File: src/rtl/servo_pwm_driver.sv
// Servo PWM driver: maps the signed PID word to a clamped pulse width and emits a fixed-period frame.
// Optional build macro SLEW_LIMIT_EN limits the per-frame width change to SLEW_STEP cycles.
module servo_pwm_driver #(
  parameter int CNT_W        = 20,
  parameter int FRAME_CYCLES = 1000000,
  parameter int CENTER_PW    = 75000,
  parameter int MIN_PW       = 50000,
  parameter int MAX_PW       = 100000,
  parameter int GAIN_SHIFT   = 4,
  parameter int SLEW_STEP    = 500
) (
  input  logic               clk,
  input  logic               reset,
  input  logic               enable,
  input  logic signed [15:0] pid_data,
  input  logic               pid_ready,
  output logic               pwm_out,
  output logic               frame_start,
  output logic [CNT_W-1:0]   pulse_width,
  output logic               sat
);

  // state   | meaning
  // ST_IDLE | disabled or just out of reset; counter parked at 0, output low
  // ST_RUN  | frames running; counter sweeps 0..FRAME_CYCLES-1
  typedef enum logic {ST_IDLE, ST_RUN} state_t;

  localparam int TW = CNT_W + GAIN_SHIFT + 2;

  localparam logic [CNT_W-1:0]     LAST_C   = CNT_W'(FRAME_CYCLES - 1);
  localparam logic [CNT_W-1:0]     CENTER_C = CNT_W'(CENTER_PW);
  localparam logic [CNT_W-1:0]     MIN_C    = CNT_W'(MIN_PW);
  localparam logic [CNT_W-1:0]     MAX_C    = CNT_W'(MAX_PW);
  localparam logic signed [TW-1:0] CENTER_S = TW'(CENTER_PW);
  localparam logic signed [TW-1:0] MIN_S    = TW'(MIN_PW);
  localparam logic signed [TW-1:0] MAX_S    = TW'(MAX_PW);

  if (FRAME_CYCLES >= (1 << CNT_W) || MIN_PW > CENTER_PW || CENTER_PW > MAX_PW ||
      MAX_PW >= FRAME_CYCLES || SLEW_STEP < 1) begin : g_bad_params
    $error("servo_pwm_driver: inconsistent parameters");
  end

  state_t state_q, state_d;

  logic [CNT_W-1:0]     counter;
  logic [CNT_W-1:0]     next_cnt;
  logic [CNT_W-1:0]     pending_pw;
  logic [CNT_W-1:0]     load_pw;
  logic [CNT_W-1:0]     clamp_pw;
  logic                 clamp_sat;
  logic signed [TW-1:0] pid_ext;
  logic signed [TW-1:0] target;
  logic                 wrap;
  logic                 start_frame;

  // Wide enough that the extreme pid word shifted and offset cannot overflow.
  assign pid_ext = {{(TW-16){pid_data[15]}}, pid_data};
  assign target  = CENTER_S + (pid_ext <<< GAIN_SHIFT);

  always_comb begin
    clamp_pw  = target[CNT_W-1:0];
    clamp_sat = 1'b0;
    if (target < MIN_S) begin
      clamp_pw  = MIN_C;
      clamp_sat = 1'b1;
    end else if (target > MAX_S) begin
      clamp_pw  = MAX_C;
      clamp_sat = 1'b1;
    end
  end

`ifdef SLEW_LIMIT_EN
  localparam logic [CNT_W-1:0] STEP_C = CNT_W'(SLEW_STEP);
  logic [CNT_W-1:0] diff;

  always_comb begin
    diff    = '0;
    load_pw = pending_pw;
    if (pending_pw > pulse_width) begin
      diff = pending_pw - pulse_width;
      if (diff > STEP_C) load_pw = pulse_width + STEP_C;
    end else begin
      diff = pulse_width - pending_pw;
      if (diff > STEP_C) load_pw = pulse_width - STEP_C;
    end
  end
`else
  assign load_pw = pending_pw;
`endif

  assign next_cnt    = counter + CNT_W'(1);
  assign wrap        = (state_q == ST_RUN) && (counter == LAST_C);
  assign start_frame = enable && ((state_q == ST_IDLE) || wrap);

  always_ff @(posedge clk or negedge reset) begin
    if (!reset) state_q <= ST_IDLE;
    else        state_q <= state_d;
  end

  always_comb begin
    state_d = state_q;
    case (state_q)
      ST_IDLE: if (enable)  state_d = ST_RUN;
      ST_RUN:  if (!enable) state_d = ST_IDLE;
      default:              state_d = ST_IDLE;
    endcase
  end

  // pwm_out and frame_start are registered from the counter value the next cycle will hold.
  always_ff @(posedge clk or negedge reset) begin
    if (!reset) begin
      counter     <= '0;
      pwm_out     <= 1'b0;
      frame_start <= 1'b0;
      sat         <= 1'b0;
      pending_pw  <= CENTER_C;
      pulse_width <= CENTER_C;
    end else begin
      if (enable && pid_ready) begin
        pending_pw <= clamp_pw;
        sat        <= clamp_sat;
      end
      if (!enable) begin
        counter     <= '0;
        pwm_out     <= 1'b0;
        frame_start <= 1'b0;
      end else if (start_frame) begin
        counter     <= '0;
        frame_start <= 1'b1;
        pulse_width <= load_pw;
        pwm_out     <= (load_pw != '0);
      end else begin
        counter     <= next_cnt;
        frame_start <= 1'b0;
        pwm_out     <= (next_cnt < pulse_width);
      end
    end
  end

endmodule
File: config.mk
export PLATFORM = sky130hd
export DESIGN_NAME = servo_pwm_driver
export DESIGN_NICKNAME = d
export VERILOG_FILES = /design/src/rtl/servo_pwm_driver.sv
export SDC_FILE = /design/constraint.sdc
export NUM_CORES = 1
export LEC_CHECK = 0
export ABC_AREA = 1
export CAP_MARGIN = 20
export CORE_MARGIN = 2
export CORE_UTILIZATION = 51
export DETAILED_ROUTE_END_ITERATION = 12
export PLACE_DENSITY = 0.77
export SLEW_MARGIN = 0
export SYNTH_ARGS = -nofsm -noshare
export SYNTH_HDL_FRONTEND = slang
export SYNTH_SLANG_ARGS = --single-unit
File: constraint.sdc
create_clock -name clk -period 2.9 [get_ports clk]
set_clock_uncertainty 0.15 [all_clocks]
set_input_delay 0.435 -clock clk [delete_from_list [all_inputs] [get_ports clk]]
set_output_delay 0.435 -clock clk [all_outputs]
set_load 0.01 [all_outputs]
* Word level (Yosys, flattened, before mapping) *
Cells that the tools add are included.

storage, ports and cells
  flip-flop bits (word level) = 64
  word-level logic and storage cells = 31
  memory bits (read-only) = 0
  RAM bits = 0
  memories kept = 0
  bits in latches = 0

operators by class
  shift operators = 0
  magnitude comparators = 3
  divide/modulo/power cells = 0
  equal/unequal tests = 1
  mux-type cells = 11
  multipliers = 0
  add/sub/neg operators = 2
  bitwise operators = 1
  reductions and logical operators = 6

operators by type and width
  operator                                                       count
  two-way mux 20 bit                                             4
  adder 18 x 20 -> 21 bit (first input constant)                 1
  > comparator 21 x 18 -> 1 bit (second input constant)          1
  less-than comparator 21 x 17 -> 1 bit (second input constant)  1
  adder 20 x 1 -> 20 bit (second input constant)                 1
  equality test 20 bit (second input constant)                   1
  less-than comparator 20 bit                                    1
  nonzero test 20 bit                                            1
  two-way mux 1 bit                                              7
  logical AND 1 bit                                              3
  AND reduction 2 bit                                            1
  logical OR 1 bit                                               1
  inverter 1 bit                                                 1

* Logic depth before layout (Yosys ltp) *
Gate-level depths: netlist of run 1.

  depth after elaboration = 6
  gate-level depth with buffers = 19

* Least setup slack after synthesis of run 1 *
No wires, ideal clock.

  path kind = register -> register
  from = register counter[0]
  to = register pwm_out
  cell stages (with the launch flop) = 20
  data required time = 2630 ps
  slack = 179 ps
  path buffers = 0
  period minus slack after synthesis = 2721 ps
  setup time = 120 ps
  arrival time = 2450 ps
  cells stage by stage = dfrtp_1 -> ha_1 -> nand4_1 -> nor2_1 -> nand3_1 -> nor3_2 -> nand4_1 -> nor2_1 -> xor2_1 -> inv_1 -> ha_1 -> nand2_1 -> inv_1 -> nand3_1 -> nor2_1 -> nand4_1 -> nand3_1 -> nand2_1 -> o211ai_1 -> inv_1

on the way
  cells in the longest elaborated chain, start to end = 6

ends and longest elaborated chain
  what                                                            RTL line  RTL
  start: declaration                                              45        logic [CNT_W-1:0] counter;
  start signal: assignment                                        133       counter <= next_cnt;
  branches (longest 4 deep; another with adder 20 x 1 -> 20 bit)  -
  two-way mux 1 bit *                                             127       end else if (start_frame) begin
  two-way mux 1 bit *                                             123       if (!enable) begin
  end signal: assignment                                          131       pwm_out <= (load_pw != '0);
  end signal: assignment                                          135       pwm_out <= (next_cnt < pulse_width);
  end: declaration                                                17        output logic pwm_out,

Mark *: on every way between the ends.
A chain may end at the register's enable or synchronous reset.

* Worst setup path after layout of run 1 *
  from = register counter[1]
  to = register pwm_out

The elaborated chain is that of the path after synthesis.

==> impl_results.md, run 1 <==
- TritonCTS clock tree: done
- Via count: 3279
- Post-synthesis sequential area ratio: 0.400
- Final Total Pwr: 2.04 mW
- Via count of the first global-routing pass: 3076
- Buffer depth of the longest clock path: 2
- CP Buf/Inv Count: 4
- Cell occurring most often along the worst timing path: nand2_1
- I/O pins: 43
- Number of buffers added by the clock tree synthesis step: 9
- Result of the run: finished clean
- Final Setup Violations: 0
- Commonest cells after routing, fill and taps aside: 137 x nand2_1, 87 x inv_1, 53 x nor2_1
- First-pass GRT wire length: 13500 um
- Crit path launch type: register
- Number of hold violations in the final report: 0
- Number of max-cap violations: 0
- CTS root buffer: clkbuf_8
- Achievable clock frequency: 352 MHz
- Worst slew margin relative to its limit: 0.507
- Power per cell area: 453 nW/um^2
- Fill cells: 603
- Worst Hold Class: reg2reg
- Post-detail-place hpwl: 6280 um
- Drt first pass iters: 4
- Data required time at the worst endpoint: 3.03 ns
- CP endpoint kind: register
- Slowest stage cell on the critical path: dfrtp_1
- Antenna diode count: 0
- Yosys top cell area share: 0.286
- Total negative slack for setup checks: 0 ns
- Number of distinct library cells after synthesis: 36
- Clock-pin transition on the worst setup and hold timing paths: 0.07 ns
- Cell count after placement: 637
- Insertion delay of the later-clocked pin in the worst-skew pair: 0.34 ns
- Remaining antenna violation count: 0
- Mean routed wirelength per cell: 12.5 um
- Die span in y: 88.9 um
- Average cell area after synthesis: 7.31 um^2
- Core Footprint: 6870 um^2
- H-Tree Level Count: 3
- Period Utilization, post-route: 0.980
- Number of DRC markers after the initial detailed-route iteration: 108
- Pin count of the biggest net entering global routing: 59
- Leakage power: 2.32 nW
- DR DRC count: 0
- Average vias per placed instance: 4.92
- Yosys top cell by area: dfrtp_1
- Setup repair after global routing missed its margin: true
- Final standard cell count with taps included and fillers excluded: 666
- Most common cell after layout, fill and taps aside: nand2_1
- FP Rows: 30
- Synth Register Bits: 58
- Full die area: 7900 um^2
- Ordered list of cells on the worst path: buf_4, nand3_1, nor2_2, nand3_2, nor3_2, nand2_1, nor2_4, nand3_1, nand2_1, inv_1, ha_1, nand2_1, inv_1, o21ai_0, nand2_1, nor2_1, nand3_1, nand2_1, o211ai_1, inv_1
- Total standard cell area after synthesis: 3670 um^2
- Routability Congestion: 0.902
- # nets final: 603
- Antenna violations before repair: 0
- Worst hold slack: 0.321 ns
- Area added between synthesis and finish: 22.7%
- CTS sink cnt: 58
- Number of cells produced by synthesis: 503
- Longest individual stage delay on the worst path: 0.36 ns
- DRT Wirelength: 8320 um
- Layout cells sized above 1: 0.142
- Peak VDD IR: 243 uV
- Worst endpoint data arrival time: 2.97 ns
- Post-layout minimum cycle time: 2.84 ns
- Die width: 88.9 um
- Ranking of synthesized cells by area: dfrtp_1 29%, nand2_1 14%, dfstp_2 11%
- Final slew viol count: 0
- Initial core utilization: 0.535
- Max Fanout on Critical Path: 3
- Input/output buffers: 39
- Worst-margin pin slew: 0.737 ns
- Global Route Usage Sum: 0.224
- Critical path class: reg2reg
- Final core utilization: 0.656
- Largest delay contributor family on the critical path: simple AND/OR/NAND/NOR gates
- Synthesis warning total: 0
- Total gr overflow: 0
sequential cells by signal, indices dropped and copies added, names as in the netlist:
name and count:
load_pw 17, counter 20, frame_start 1, state_q 1, pwm_out 1, pulse_width 17, sat 1
what timing repair did:
| action | in CTS | in global routing |
|---|---|---|
| hold endpoints to repair | 42 | 0 |
| resized for setup | 3 | 2 |
| pin swaps | 9 | 5 |
| hold buffers | 1 | 0 |
| setup endpoints to repair | 1 | 1 |
| buffers inserted | 10 | 2 |
per-stage QoR:
| stage | worst slack, ns | area, um^2 |
|---|---|---|
| 3_5_place_dp | -0.0848 | 4190 |
| 2_1_floorplan | 0.179 | 3680 |
| 3_3_place_gp | 0.0566 | 4190 |
| 5_1_grt | -0.205 | 4510 |
| 4_1_cts | 0.00994 | 4490 |
| 6_report | 0.0591 | 4510 |
cell families (layout without fill, tap and decap cells):
group / count (synthesis) / count (layout) / synth area share
AND/OR/NAND/NOR: 267 / 267 / 0.325
other: 1 / 3 / 0.00102
flip-flops: 58 / 58 / 0.400
adder cells (fa/ha/maj): 18 / 18 / 0.0613
XOR/XNOR: 16 / 16 / 0.0402
AO/OA/AOI/OAI: 42 / 42 / 0.0640
buffers and inverters: 101 / 166 / 0.108
final cells by class:
type                       instances  area, um^2  area share
tap                               96         120      0.0266
multi-input combinational        346        1820       0.405
clock inverter                     4        50.0      0.0111
sequential                        58        1470       0.326
inverter                          93         352      0.0780
clock buffer                      12         155      0.0344
timing repair buffer              57         536       0.119
worst register-to-register path: stages (launching register included):
cell and delay, ns:
dfrtp_1 0.36, buf_4 0.11, nand3_1 0.16, nor2_2 0.21, nand3_2 0.11, nor3_2 0.19, nand2_1 0.14, nor2_4 0.15
nand3_1 0.08, nand2_1 0.09, inv_1 0.05, ha_1 0.30, nand2_1 0.07, inv_1 0.03, o21ai_0 0.13, nand2_1 0.08
nor2_1 0.10, nand3_1 0.09, nand2_1 0.06, o211ai_1 0.07, inv_1 0.06
per-layer routing:
metal,GRT usage,up-vias,part of all wire
met5,0,-,0
met4,0.0950,0,0.019
met3,0.0345,13,0.036
met2,0.412,65,0.52
met1,0.257,1509,0.43
li1,-,1692,-
report_power, final:
group,internal (mW),total [mW],switching (mW),leakage (nW)
combinational,0.153,0.358,0.205,1.50
sequential,0.882,0.920,0.0372,0.716
clock,0.442,0.767,0.325,0.0986
synthesized netlist by cell type (all sizes together):
cell type,n
nand3,32
nor2,60
and3,1
o22ai,1
o21ai,25
nand4,12
xor2,13
a21o,1
clkinv,2
a21oi,13
ha,18
nor4,5
clkbuf,2
nand3b,2
nor3,8
buf,6
dfrtp,42
nand2,147
o211ai,1
xnor2,3
dfstp,16
conb,1
inv,91
o311ai,1
worst paths after layout:
kind	start	to	slack (ns)	cells after the start
worst max-delay path	counter[1]$_DFF_PN0_	pwm_out$_DFF_PN0_	0.06	20
worst min-delay path	load_pw[7]$_DFFE_PN1P_	load_pw[7]$_DFFE_PN1P_	0.32	2
worst max register to register	counter[1]$_DFF_PN0_	pwm_out$_DFF_PN0_	0.06	20
worst min register to register	load_pw[7]$_DFFE_PN1P_	load_pw[7]$_DFFE_PN1P_	0.32	2
max in group asynchronous	reset	pulse_width[3]$_DFFE_PN1P_	1.82	3
min in group asynchronous	reset	counter[13]$_DFF_PN0_	0.46	3
No activity file was read; power rests on OpenSTA's default activity.
==> run 2, diff against run 1 <==
--- a/config.mk
+++ b/config.mk
@@ -8,9 +8,10 @@
 export ABC_AREA = 1
 export CAP_MARGIN = 20
 export CORE_MARGIN = 2
-export CORE_UTILIZATION = 51
+export CORE_UTILIZATION = 60
+export CTS_BUF_LIST = sky130_fd_sc_hd__clkbuf_4
 export DETAILED_ROUTE_END_ITERATION = 12
-export PLACE_DENSITY = 0.77
+export PLACE_DENSITY = 0.85
 export SLEW_MARGIN = 0
 export SYNTH_ARGS = -nofsm -noshare
 export SYNTH_HDL_FRONTEND = slang
==> constraint.sdc (replaced) <==
create_clock -name clk -period 3.5 [get_ports clk]
set_clock_uncertainty 0.15 [all_clocks]
set_input_delay 0.525 -clock clk [delete_from_list [all_inputs] [get_ports clk]]
set_output_delay 0.525 -clock clk [all_outputs]
set_load 0.01 [all_outputs]
==> run 2 against run 1 <==
Clock power fell by 20%; wire length fell by 6.4%; die area fell by 14%; register-to-register slack improved by 0.40 ns; setup slack improved by 0.40 ns; non-clock buffer count fell by 13; final cell count fell by 5.1%; combinational power fell by 18%; worst hold slack improved by 0.0064 ns; critical path type unchanged.
==> impl_results.md, run 2 (same netlist as run 1, synthesis figures left out) <==
- Result of the run: finished clean
- Buffer depth of the longest clock path: 2 (unchanged)
- Beginning of the worst register-to-register path: counter[0]$_DFF_PN0_
- Setup repair bufs after CTS: 0 (-10)
- CP endpoint kind: register
- Crit path launch type: register
- Input/output buffers: 39 (unchanged)
- Fill cells: 486 (-19%)
- Total negative slack for setup checks: 0 ns (unchanged)
- Proportion of power drawn by combinational gates: 0.176 (about the same)
- Final slew viol count: 0 (unchanged)
- Routability Congestion: 0.867 (-3.9%)
- Max reg flops: 20 (unchanged)
- Net load switching power: 452 uW (-20%)
- Int Power: 1.22 mW (-18%)
- Area added between synthesis and finish: 18.5%
- Worst-margin pin slew: 0.663 ns (-0.0740 ns)
- Remaining antenna violation count: 0 (unchanged)
- TritonCTS clock tree: done
- Die span in y: 82.3 um (-7.5%)
- Commonest cells after routing, fill and taps aside: 137 x nand2_1, 88 x inv_1, 54 x nor2_1
- Final Total Pwr: 1.67 mW (-18%)
- Final design area excluding fillers: 4350 um^2 (-3.4%)
- H-Tree Level Count: 3 (unchanged)
- Cells resized by post-CTS repair: 0 (-3)
- Data required time at the worst endpoint: 3.66 ns (+0.63 ns)
- CTS sink cnt: 58 (unchanged)
- I/O pins: 43 (unchanged)
- Antenna violations before repair: 0 (unchanged)
- First-pass GRT wire length: 12900 um (-4.6%)
- Initial core utilization: 0.621 (+0.0857)
- Final Setup Violations: 0 (unchanged)
- Area after detailed placement: 4140 um^2 (-1.3%)
- Drt first pass iters: 5 (+1)
- Via count of the first global-routing pass: 3092 (+0.52%)
- Hold buffer count at cts: 0 (-1)
- Achievable clock frequency: 329 MHz (-6.5%)
- Core Footprint: 5920 um^2 (-14%)
- Full die area: 6770 um^2 (-14%)
- FP Rows: 28 (-6.7%)
- Worst Hold Class: in2async
- Layout cells sized above 1: 0.117 (-0.0254)
- Setup repair after global routing missed its margin: false
- DRT Wirelength: 7790 um (-6.4%)
- Critical path class: reg2reg
- FF-to-FF setup slack: 0.46 ns (+0.40 ns)
- Antenna diode count: 0 (unchanged)
- Post-layout minimum cycle time: 3.04 ns (+0.198 ns)
- Max Fanout on Critical Path: 4 (+1)
- Clock-pin transition on the worst setup and hold timing paths: 0.10 ns (+0.03 ns)
- Number of hold violations in the final report: 0 (unchanged)
- Clock network fraction of total power: 0.369 (-0.006)
- Peak VDD IR: 228 uV (-5.9%)
- # nets final: 590 (-2.2%)
- Share of total power consumed by net switching: 0.271 (-0.00629)
- Worst endpoint data arrival time: 3.20 ns (+0.23 ns)
- Insertion delay of the later-clocked pin in the worst-skew pair: 0.41 ns (+0.07 ns)
- Worst slew margin relative to its limit: 0.557 (+0.0495)
- Worst reg2reg path endpoint: pwm_out$_DFF_PN0_
- DR DRC count: 0 (unchanged)
- Average vias per placed instance: 5.18 (+5.1%)
- Sequential share of power: 0.455 (+0.005)
- Power per cell area: 383 nW/um^2 (-15%)
- Total gr overflow: 0 (unchanged)
- Worst reg2reg path depth: 19 (-5.0%)
- Number of max-cap violations: 0 (unchanged)
- Most common cell after layout, fill and taps aside: nand2_1
- Pin count of the biggest net entering global routing: 53 (-10%)
- Global Route Usage Sum: 0.250 (+0.0258)
- Post-detail-place hpwl: 6140 um (-2.2%)
- Mean routed wirelength per cell: 12.3 um (-1.4%)
- Period Utilization, post-route: 0.868 (-0.111)
- Register with the highest flop count: counter
- CTS root buffer: clkbuf_4
- Number of DRC markers after the initial detailed-route iteration: 128 (+19%)
- Via count: 3271 (-0.24%)
- Die width: 82.3 um (-7.5%)
- Leakage power: 2.26 nW (-2.6%)
- Number of buffers added by the clock tree synthesis step: 9 (unchanged)
run 2: layout make-up:
class / instances / area (um^2) / area share
Sequential cell: 58 / 1470 / 0.338
Tap cell: 75 / 93.8 / 0.0216
Multi-Input combinational cell: 346 / 1810 / 0.417
Clock buffer: 9 / 67.6 / 0.0155
Inverter: 93 / 352 / 0.0807
Clock inverter: 7 / 118 / 0.0270
Timing Repair Buffer: 44 / 438 / 0.101
run 2: worst max path at each step:
| stage | cells after the start | slack (ns) | to | startpoint |
|---|---|---|---|---|
| 2_1_floorplan | 19 | 0.78 | pwm_out$_DFF_PN0_ | counter[0]$_DFF_PN0_ |
| 3_3_place_gp | 19 | 0.60 | pwm_out$_DFF_PN0_ | counter[0]$_DFF_PN0_ |
| 3_5_place_dp | 19 | 0.49 | pwm_out$_DFF_PN0_ | counter[0]$_DFF_PN0_ |
| 4_1_cts | 19 | 0.49 | pwm_out$_DFF_PN0_ | counter[0]$_DFF_PN0_ |
| 5_1_grt | 19 | 0.12 | pwm_out$_DFF_PN0_ | counter[0]$_DFF_PN0_ |
| 6_report | 19 | 0.46 | pwm_out$_DFF_PN0_ | counter[0]$_DFF_PN0_ |
run 2: critical path: stages (launching register included):
cell and delay, ns:
dfrtp_1 0.39, ha_1 0.21, nand4_1 0.12, nor2_1 0.14, nand3_1 0.17, nor3_2 0.20, nand4_1 0.15, nor2_1 0.15
xor2_1 0.19, inv_1 0.06, ha_1 0.27, nand2_1 0.04, inv_1 0.06, nand3_1 0.09, nor2_1 0.16, nand4_1 0.11
nand3_1 0.10, nand2_1 0.05, o211ai_1 0.08, inv_1 0.05
run 2: power by group through the flow:
| stage | sequential [mW] | clock (mW) | combinational, mW |
|---|---|---|---|
| after floorplan | 0.776 | 0 | 0.155 |
| after global placement | 0.771 | 0 | 0.282 |
| after detailed placement | 0.772 | 0 | 0.291 |
| after CTS | 0.760 | 0.622 | 0.292 |
| after global routing | 0.766 | 0.651 | 0.333 |
| final | 0.760 | 0.615 | 0.294 |
run 2: metrics by stage:
stage	util	instances	hold WS, ns	setup WS [ns]
after global routing	0.735	632	0.348	0.125
final	0.735	632	0.327	0.461
after CTS	0.730	630	0.193	0.487
after global placement	0.699	614	0.293	0.603
after detailed placement	0.699	614	0.317	0.492
after floorplan	-	505	0.0794	0.779
run 2: routing by layer:
layer	wire (um)	GRT usage	up-vias
li1	-	-	1674
met1	3380	0.285	1530
met2	4010	0.458	53
met3	223	0.0435	14
met4	176	0.103	0
met5	0	0	-
